[config.mk]
export PLATFORM = sky130hd
export DESIGN_NAME = systolic_array_ws_seq_flat
export DESIGN_NICKNAME = d
export VERILOG_FILES = /design/src/rtl/systolic_array_ws_seq_if.sv /design/src/rtl/systolic_array_ws_seq.sv /design/src/flat_wrapper.sv
export SDC_FILE = /design/constraint.sdc
export NUM_CORES = 2
export LEC_CHECK = 0
export CAP_MARGIN = 20
export CORE_MARGIN = 2
export CORE_UTILIZATION = 35
export CTS_CLUSTER_SIZE = 14
export DETAILED_ROUTE_END_ITERATION = 10
export GPL_ROUTABILITY_DRIVEN = 0
export SETUP_SLACK_MARGIN = 0.3
export SYNTH_ARGS = -nofsm -noshare
export SYNTH_HDL_FRONTEND = slang
export SYNTH_SLANG_ARGS = --single-unit
[constraint.sdc]
create_clock -name clk -period 46.1 [get_ports clk]
set_clock_uncertainty 0.15 [all_clocks]
set_input_delay 9.22 -clock clk [delete_from_list [all_inputs] [get_ports clk]]
set_output_delay 9.22 -clock clk [all_outputs]
set_load 0.02 [all_outputs]
[src/rtl/systolic_array_ws_seq_if.sv]
// systolic_array_ws_seq_if: weight/activation handshakes and result bundle for the WS array
interface systolic_array_ws_seq_if #(
  parameter int WORDWIDTH = 8,
  parameter int ARRHEIGHT = 4,
  parameter int ARRWIDTH  = 4,
  parameter int PSWIDTH   = 32
);
  logic                            w_valid;
  logic                            w_ready;
  logic [WORDWIDTH*ARRWIDTH-1:0]   w_in_vec;
  logic                            a_valid;
  logic                            a_ready;
  logic                            a_last;
  logic [WORDWIDTH*ARRHEIGHT-1:0]  a_in_vec;
  logic                            ps_valid;
  logic [PSWIDTH*ARRWIDTH-1:0]     ps_out_vec;
  logic                            busy;
  modport master (
    output w_valid, w_in_vec, a_valid, a_last, a_in_vec,
    input  w_ready, a_ready, ps_valid, ps_out_vec, busy
  );
  modport slave (
    input  w_valid, w_in_vec, a_valid, a_last, a_in_vec,
    output w_ready, a_ready, ps_valid, ps_out_vec, busy
  );
endinterface

[src/rtl/systolic_array_ws_seq.sv]
// systolic_array_ws_seq: weight-stationary systolic array with load/compute sequencer, input skew and output deskew
module systolic_array_ws_seq #(
  parameter int WORDWIDTH = 8,
  parameter int ARRHEIGHT = 4,
  parameter int ARRWIDTH  = 4,
  parameter int PSWIDTH   = 32
) (
  input logic clk,
  input logic reset,
  systolic_array_ws_seq_if.slave bus
);
  localparam int LAT = ARRHEIGHT + ARRWIDTH;
  localparam int CW  = $clog2(LAT + 1);
  typedef enum logic [1:0] {IDLE, LOAD, COMPUTE, DRAIN} state_t;
  state_t state_q, state_d;
  logic [CW-1:0] cnt_q, cnt_d;
  logic w_ready, a_ready, w_fire, a_fire;
  logic signed [WORDWIDTH-1:0]   w_q  [ARRHEIGHT][ARRWIDTH];
  logic signed [WORDWIDTH-1:0]   w_d  [ARRHEIGHT][ARRWIDTH];
  logic signed [WORDWIDTH-1:0]   act  [ARRHEIGHT][ARRWIDTH];
  logic signed [2*WORDWIDTH-1:0] prod [ARRHEIGHT][ARRWIDTH];
  logic signed [PSWIDTH-1:0]     ps_q [ARRHEIGHT][ARRWIDTH];
  logic signed [PSWIDTH-1:0]     ps_d [ARRHEIGHT][ARRWIDTH];
  logic signed [PSWIDTH-1:0]     col  [ARRWIDTH];
  logic [LAT-1:0] v_q, v_d;
  logic ps_valid_q, ps_valid_d;
  logic [PSWIDTH*ARRWIDTH-1:0] ps_out_q, ps_out_d;

  assign w_ready        = (state_q == IDLE) || (state_q == LOAD);
  assign a_ready        = state_q == COMPUTE;
  assign w_fire         = bus.w_valid && w_ready;
  assign a_fire         = bus.a_valid && a_ready;
  assign bus.w_ready    = w_ready;
  assign bus.a_ready    = a_ready;
  assign bus.busy       = state_q != IDLE;
  assign bus.ps_valid   = ps_valid_q;
  assign bus.ps_out_vec = ps_out_q;

  // sequencer: counter tracks the weight row being loaded, then the drain countdown
  always_comb begin
    state_d = state_q;
    cnt_d   = cnt_q;
    case (state_q)
      IDLE, LOAD: if (w_fire) begin
        state_d = (cnt_q == CW'(ARRHEIGHT - 1)) ? COMPUTE : LOAD;
        cnt_d   = (cnt_q == CW'(ARRHEIGHT - 1)) ? '0 : cnt_q + 1'b1;
      end
      COMPUTE: if (a_fire && bus.a_last) begin
        state_d = DRAIN;
        cnt_d   = '0;
      end
      DRAIN: begin
        state_d = (cnt_q == CW'(LAT - 1)) ? IDLE : DRAIN;
        cnt_d   = (cnt_q == CW'(LAT - 1)) ? '0 : cnt_q + 1'b1;
      end
      default: state_d = IDLE;
    endcase
  end

  // an accepted weight beat overwrites the row selected by the counter
  always_comb begin
    w_d = w_q;
    for (int k = 0; k < ARRHEIGHT; k++)
      for (int j = 0; j < ARRWIDTH; j++)
        if (w_fire && cnt_q == CW'(k)) w_d[k][j] = bus.w_in_vec[j*WORDWIDTH +: WORDWIDTH];
  end

  // PE grid: products sign-extend, partial sums flow down each column and wrap
  always_comb begin
    for (int k = 0; k < ARRHEIGHT; k++)
      for (int j = 0; j < ARRWIDTH; j++)
        prod[k][j] = (2*WORDWIDTH)'(act[k][j]) * (2*WORDWIDTH)'(w_q[k][j]);
    for (int j = 0; j < ARRWIDTH; j++)
      ps_d[0][j] = PSWIDTH'(prod[0][j]);
    for (int k = 1; k < ARRHEIGHT; k++)
      for (int j = 0; j < ARRWIDTH; j++)
        ps_d[k][j] = ps_q[k-1][j] + PSWIDTH'(prod[k][j]);
  end

  // each row's activation chain: first k stages are input skew, the rest feed the PEs left to right
  for (genvar k = 0; k < ARRHEIGHT; k++) begin : g_row
    logic signed [WORDWIDTH-1:0] sh_q [k+ARRWIDTH];
    logic signed [WORDWIDTH-1:0] sh_d [k+ARRWIDTH];
    // bubbles shift in as zero
    always_comb begin
      sh_d[0] = a_fire ? bus.a_in_vec[k*WORDWIDTH +: WORDWIDTH] : '0;
      for (int i = 1; i < k + ARRWIDTH; i++) sh_d[i] = sh_q[i-1];
    end
    // row shift register
    always_ff @(posedge clk or posedge reset)
      if (reset) sh_q <= '{default: '0};
      else sh_q <= sh_d;
    for (genvar j = 0; j < ARRWIDTH; j++) begin : g_tap
      assign act[k][j] = sh_q[k+j];
    end
  end

  // column deskew: column j waits ARRWIDTH-1-j extra cycles so all lanes align
  for (genvar j = 0; j < ARRWIDTH; j++) begin : g_col
    if (j < ARRWIDTH - 1) begin : g_dly
      logic signed [PSWIDTH-1:0] dk_q [ARRWIDTH-1-j];
      logic signed [PSWIDTH-1:0] dk_d [ARRWIDTH-1-j];
      // deskew shift
      always_comb begin
        dk_d[0] = ps_q[ARRHEIGHT-1][j];
        for (int i = 1; i < ARRWIDTH - 1 - j; i++) dk_d[i] = dk_q[i-1];
      end
      // deskew register
      always_ff @(posedge clk or posedge reset)
        if (reset) dk_q <= '{default: '0};
        else dk_q <= dk_d;
      assign col[j] = dk_q[ARRWIDTH-2-j];
    end else begin : g_thru
      assign col[j] = ps_q[ARRHEIGHT-1][j];
    end
  end

  // valid tag travels alongside the data; output register holds between results
  always_comb begin
    v_d        = {v_q[LAT-2:0], a_fire};
    ps_valid_d = v_q[LAT-1];
    ps_out_d   = ps_out_q;
    for (int j = 0; j < ARRWIDTH; j++)
      ps_out_d[j*PSWIDTH +: PSWIDTH] = v_q[LAT-1] ? col[j] : ps_out_q[j*PSWIDTH +: PSWIDTH];
  end

  // state, weights, partial sums and output registers
  always_ff @(posedge clk or posedge reset)
    if (reset) begin
      state_q    <= IDLE;
      cnt_q      <= '0;
      w_q        <= '{default: '0};
      ps_q       <= '{default: '0};
      v_q        <= '0;
      ps_valid_q <= 1'b0;
      ps_out_q   <= '0;
    end else begin
      state_q    <= state_d;
      cnt_q      <= cnt_d;
      w_q        <= w_d;
      ps_q       <= ps_d;
      v_q        <= v_d;
      ps_valid_q <= ps_valid_d;
      ps_out_q   <= ps_out_d;
    end
endmodule

[src/flat_wrapper.sv]
// flat-port wrapper written by rule: the top's interface ports become plain ports
module systolic_array_ws_seq_flat 
#(
  parameter int WORDWIDTH = 8,
  parameter int ARRHEIGHT = 4,
  parameter int ARRWIDTH  = 4,
  parameter int PSWIDTH   = 32
)
  (clk, reset, bus_w_valid, bus_w_in_vec, bus_a_valid, bus_a_last, bus_a_in_vec, bus_w_ready, bus_a_ready, bus_ps_valid, bus_ps_out_vec, bus_busy);
  systolic_array_ws_seq_if #(.WORDWIDTH(WORDWIDTH), .ARRHEIGHT(ARRHEIGHT), .ARRWIDTH(ARRWIDTH), .PSWIDTH(PSWIDTH)) bus_i ();
  input logic clk;
  input logic reset;
  input wire logic [$bits(bus_i.w_valid)-1:0] bus_w_valid;
  input wire logic [$bits(bus_i.w_in_vec)-1:0] bus_w_in_vec;
  input wire logic [$bits(bus_i.a_valid)-1:0] bus_a_valid;
  input wire logic [$bits(bus_i.a_last)-1:0] bus_a_last;
  input wire logic [$bits(bus_i.a_in_vec)-1:0] bus_a_in_vec;
  output wire logic [$bits(bus_i.w_ready)-1:0] bus_w_ready;
  output wire logic [$bits(bus_i.a_ready)-1:0] bus_a_ready;
  output wire logic [$bits(bus_i.ps_valid)-1:0] bus_ps_valid;
  output wire logic [$bits(bus_i.ps_out_vec)-1:0] bus_ps_out_vec;
  output wire logic [$bits(bus_i.busy)-1:0] bus_busy;
  assign bus_i.w_valid = bus_w_valid;
  assign bus_i.w_in_vec = bus_w_in_vec;
  assign bus_i.a_valid = bus_a_valid;
  assign bus_i.a_last = bus_a_last;
  assign bus_i.a_in_vec = bus_a_in_vec;
  assign bus_w_ready = bus_i.w_ready;
  assign bus_a_ready = bus_i.a_ready;
  assign bus_ps_valid = bus_i.ps_valid;
  assign bus_ps_out_vec = bus_i.ps_out_vec;
  assign bus_busy = bus_i.busy;
  systolic_array_ws_seq #(.WORDWIDTH(WORDWIDTH), .ARRHEIGHT(ARRHEIGHT), .ARRWIDTH(ARRWIDTH), .PSWIDTH(PSWIDTH)) u_core (.clk(clk), .reset(reset), .bus(bus_i));
endmodule
### Yosys cells after proc, flatten, opt, wreduce, memory -nomap -nowiden

Index checks and enable logic that the tools add are counted.

| storage, ports and cells | value |
|---|---|
| bits in registers | 1087 |
| input port bits | 69 |
| output and inout bits | 132 |
| word-level logic and storage cells | 130 |

| cells by class | value |
|---|---|
| $add $sub $neg | 13 |
| $mul | 16 |
| eq/ne operators | 9 |
| multiplexer cells | 14 |
| reduce and logical (&&, ||, !) cells | 13 |

Operator list:

| operator | number |
|---|---|
| adder 32 x 16 -> 32 bit | 8 |
| multiplier 8 x 8 -> 16 bit | 16 |
| adder 16 x 16 -> 17 bit | 4 |
| two-way mux 8 bit | 4 |
| two-way mux 4 bit | 4 |
| one-hot mux 4 bit (3 select lines) | 1 |
| == test 4 x 2 -> 1 bit (second input constant) | 2 |
| two-way mux 2 bit | 4 |
| logical AND 1 bit | 7 |
| one-hot mux 2 bit (3 select lines) | 1 |
| adder 4 x 1 -> 4 bit (second input constant) | 1 |
| == test 2 bit (second input constant) | 2 |
| == test 4 x 1 -> 1 bit (second input constant) | 1 |
| == test 4 x 3 -> 1 bit (second input constant) | 1 |
| logical NOT 4 bit | 1 |
| == test 2 x 1 -> 1 bit (second input constant) | 1 |
| logical NOT 2 bit | 1 |
| != test 2 x 1 -> 1 bit (second input constant) | 1 |
| != test 2 bit (second input constant) | 1 |
| AND reduction 2 bit | 1 |
| nonzero test 2 bit | 1 |
| OR reduction 2 bit | 1 |
| logical OR 1 bit | 1 |

### Longest topological paths before layout

| logic depth | value |
|---|---|
| word-level depth | 5 |
| depth in mapped cells | 23 |
| mapped depth without buffers | 22 |

### Worst setup path after synthesis

No wires, ideal clock.

| path | value |
|---|---|
| path kind | input -> register |
| start | in bus_w_valid |
| end | reg u_core.w_q[0] in the netlist's numbering |
| setup time | 0.125 ns |
| arrival | 10.389 ns |
| data required time | 45.825 ns |
| setup slack | 35.437 ns |
| cell stages on the path | 4 |
| buffers on the path | 1 |
| cells stage by stage | nor4b_1 nand2_1 buf_1 mux2_2 |

| between the ends | value |
|---|---|
| word-level cells in the longest chain between the ends | 2 |

RTL lines:

| item | line | text |
|---|---|---|
| start, declared | flat_wrapper.sv:13 | `input wire logic [$bits(bus_i.w_valid)-1:0] bus_w_valid;` |
| logical AND 1 bit | systolic_array_ws_seq.sv:31 | `assign w_fire = bus.w_valid && w_ready;` |
| logical AND 1 bit | systolic_array_ws_seq.sv:65 | `if (w_fire && cnt_q == CW'(k)) w_d[k][j] = bus.w_in_vec[j*WORDWIDTH +: WORDWIDTH];` |
| end signal, assigned | systolic_array_ws_seq.sv:140 | `w_q <= w_d;` |
| end, declared | systolic_array_ws_seq.sv:18 | `logic signed [WORDWIDTH-1:0] w_q [ARRHEIGHT][ARRWIDTH];` |

Every way passes these cells.
A chain may end at the register's enable or synchronous reset.

==> results_dict.tcl <==
set metrics [dict create \
    outcome "finished, final reports clean" \
    p_sw_mw 1.99 \
    post-route-period-util 0.265 \
    worst_pin_slew_ps 974 \
    path_class "in -> async" \
    antenna_found_initial 29 \
    syn_area_per_cell_um2 11.7 \
    grt.overflow.total 0 \
    relSlewSlack 0.342 \
    synth_top_area_frac 0.326 \
    postRouteAntennaNets 0 \
    hpwl_mm 139 \
    fmax_ghz 0.0820 \
    synth.distinct_cells 72 \
    wl_met2_mm 83.2 \
    syn2layout_area_growth_pct 11.8 \
    path_max_fanout 158 \
    setup-violations-final 0 \
    synth-seq-cells 1027 \
    hold_depth 0 \
    netSwitchingFraction 0.404 \
    grt_pass1_wl_mm 290 \
    final_util 0.393 \
    synth_flop_cell "dfrtp_1" \
    cts_tree "done" \
    wl_per_cell_um 15.4 \
    synthArstFlopShare 1.00 \
    drive_above_1_share 0.0710 \
    fp.dieW_um 500 \
    syn-cell-area_um2 86200 \
    coreArea_um2 245000 \
    holdCritPathClass "reg -> reg" \
    critical_path_arrival_ps 12780 \
    dieArea_um2 250000 \
    synth_edf_count 0 \
    required_ps 46680 \
    ctsResizeCount 0 \
    p_leak_nw 49.8 \
    cap_violations 0 \
    portBuffers 200 \
    via_count 50300 \
    total_power_mw 4.92 \
    ctsLongestPathBuffers 3 \
    firstDrtPassIters 7 \
    seq_power_share 0.315 \
    fin_nets 9856 \
    grt_max_degree 159 \
    dp.cells 10700 \
    top_layer_used "met5" \
    p_comb_frac 0.486 \
    tns_ps 0 \
    ys_warn_count 0 \
    yosys.area.top_type "fa_1" \
    rr_worst_depth 19 \
    finalHoldViolations 0 \
    drcViolationCount 0 \
    fp.dieH_um 500 \
    met1_length_mm 76.6 \
    postCtsHoldBufs 0 \
    power_frac_clock 0.199 \
    rsz0062_at_grt "false" \
    synthCells 7368 \
    period_minus_slack_ps 12200 \
    startpoint_type "input port" \
    clock_tree.root_cell "clkbuf_16" \
    boundaryPins 201 \
    drv_slew 0 \
    instances_no_fill 11000 \
    postCtsSetupBuffers 0 \
    clock_sinks 1027 \
    cts.clk_slew.worst_paths_ps 60 \
    htreeDepth 3 \
    grt_use_total 0.142 \
    avgViaCountPerCell 4.59 \
    synth_nets 9585 \
    num_rows 182 \
    seq_area_frac_synth 0.298 \
    wl_mm 169 \
    synth_area_leaders "fa_1 33%, dfrtp_1 30%, ha_1 11%" \
    initial_core_util 0.351 \
    power.density_nw_per_um2 51.0 \
    cts_made_buffers 117 \
    vdd_ir_drop_max_v 0.0000350 \
    internal-power_mw 2.93 \
    cp-end-kind "async pin" \
    grt_pass1_vias 56500 \
    first_iter_violations 2115 \
    clk_latency_ps 790 \
    wl_met3_mm 5.51 \
]
-- flip-flops by register name, summed over array words and instances, names as in the netlist --
| signal | count |
|---|---|
| u_core.state_q | 2 |
| u_core.bus.ps_out_vec | 128 |
| u_core.ps_q | 260 |
| u_core.g_col.g_dly.dk_q | 32 |
| u_core.bus.ps_valid | 1 |
| u_core.col | 96 |
| u_core.act | 128 |
| u_core.w_q | 128 |
| u_core.g_row.sh_d | 48 |
| u_core.cnt_q | 4 |
| u_core.v_q | 8 |
| u_core.g_col.g_dly.dk_d | 192 |
-- critical path, stage by stage --
cell and delay, ps:
clkdlybuf4s50_1 490, inv_8 520, buf_12 610, buf_12 670, buf_4 870
-- final cells by class --
type / instances / area [um2]
Fill cell: 23500 / 149000
Multi-Input combinational cell: 4784 / 54700
Sequential cell: 1027 / 25700
Inverter: 1479 / 5560
Tap cell: 3220 / 4030
Clock buffer: 145 / 3150
Timing Repair Buffer: 230 / 2310
Clock inverter: 67 / 966
Antenna cell: 3 / 7.51
-- layer usage --
metal	vias up	track usage
met3	220	0.0187
met1	26000	0.189
met5	-	0
li1	23300	-
met4	10	0.0300
met2	708	0.248
-- cells in the mapped netlist, types with 9 or more instances --
master,instances
or3_1,12
o21bai_1,18
ha_1,744
o21ai_1,21
o31ai_1,17
a211oi_1,23
o21ai_0,111
nor3_1,48
a21o_1,68
fa_1,1404
and3_1,50
clkbuf_1,62
buf_1,16
xnor2_1,237
or2_2,26
nand2b_1,82
nand3_1,25
nand2_1,443
xor2_1,59
and2_1,540
nand4_1,9
dfrtp_1,1027
o21a_1,54
o211ai_1,9
o311a_1,13
a31oi_1,14
mux2_2,266
inv_1,1479
nor2b_1,101
nor2_1,129
a21oi_1,160
-- path summary, 6_finish.rpt --
path / start / to / slack (ps)
max: reset / u_core.w_q[61] / 33900
min: u_core.g_col[1].g_dly.dk_d[41] / u_core.g_col[1].g_dly.dk_d[9] / 190
max reg2reg: u_core.w_q[0] / u_core.col[31] / 39640
min reg2reg: u_core.g_col[1].g_dly.dk_d[41] / u_core.g_col[1].g_dly.dk_d[9] / 190
max in group clk: u_core.state_q[1] / bus_a_ready / 34290
min in group asynchronous: reset / u_core.g_col[1].g_dly.dk_d[46] / 8820
-- cells in the final DEF (no fill, tap or decap), types with 68 or more instances in the layout --
master / n
inv_1: 1478
fa_1: 1404
dfrtp_1: 1026
ha_1: 744
and2_1: 540
nand2_1: 439
mux2_2: 266
xnor2_1: 237
clkdlybuf4s50_1: 200
a21oi_1: 160
nor2_1: 128
clkbuf_16: 117
o21ai_0: 111
nor2b_1: 101
nand2b_1: 82
a21o_1: 68
-- metrics by stage --
step / hold slack [ps] / cell area (um2) / setup slack (ps)
after CTS: 175 / 96400 / 33830
after detailed placement: 185 / 92200 / 32940
final: 187 / 96400 / 33900
after floorplan: 181 / 86200 / 7830
after global routing: 178 / 96400 / 33330
after global placement: 181 / 92200 / 33130
-- power by group through the flow --
| stage | Clock, mW | Combinational [mW] | Sequential [mW] |
|---|---|---|---|
| after detailed placement | 0 | 2.41 | 1.57 |
| after global routing | 1.05 | 2.78 | 1.60 |
| after global placement | 0 | 2.37 | 1.56 |
| final | 0.976 | 2.39 | 1.55 |
| after CTS | 1.01 | 2.44 | 1.56 |
| after floorplan | 0 | 1.83 | 1.47 |
-- logic make-up (layout without fill, tap and decap cells) --
logic type | Yosys count | in the layout | share of synthesized area
fa+ha+maj | 2148 | 2148 | 0.434
buf+inv | 1557 | 1921 | 0.0678
simple gates | 1490 | 1490 | 0.0910
flops | 1027 | 1027 | 0.298
compound gates | 584 | 584 | 0.0443
xor+xnor | 296 | 296 | 0.0301
mux | 266 | 266 | 0.0347
other cells | 0 | 3 | 0
No activity file was read; power rests on OpenSTA's default activity.
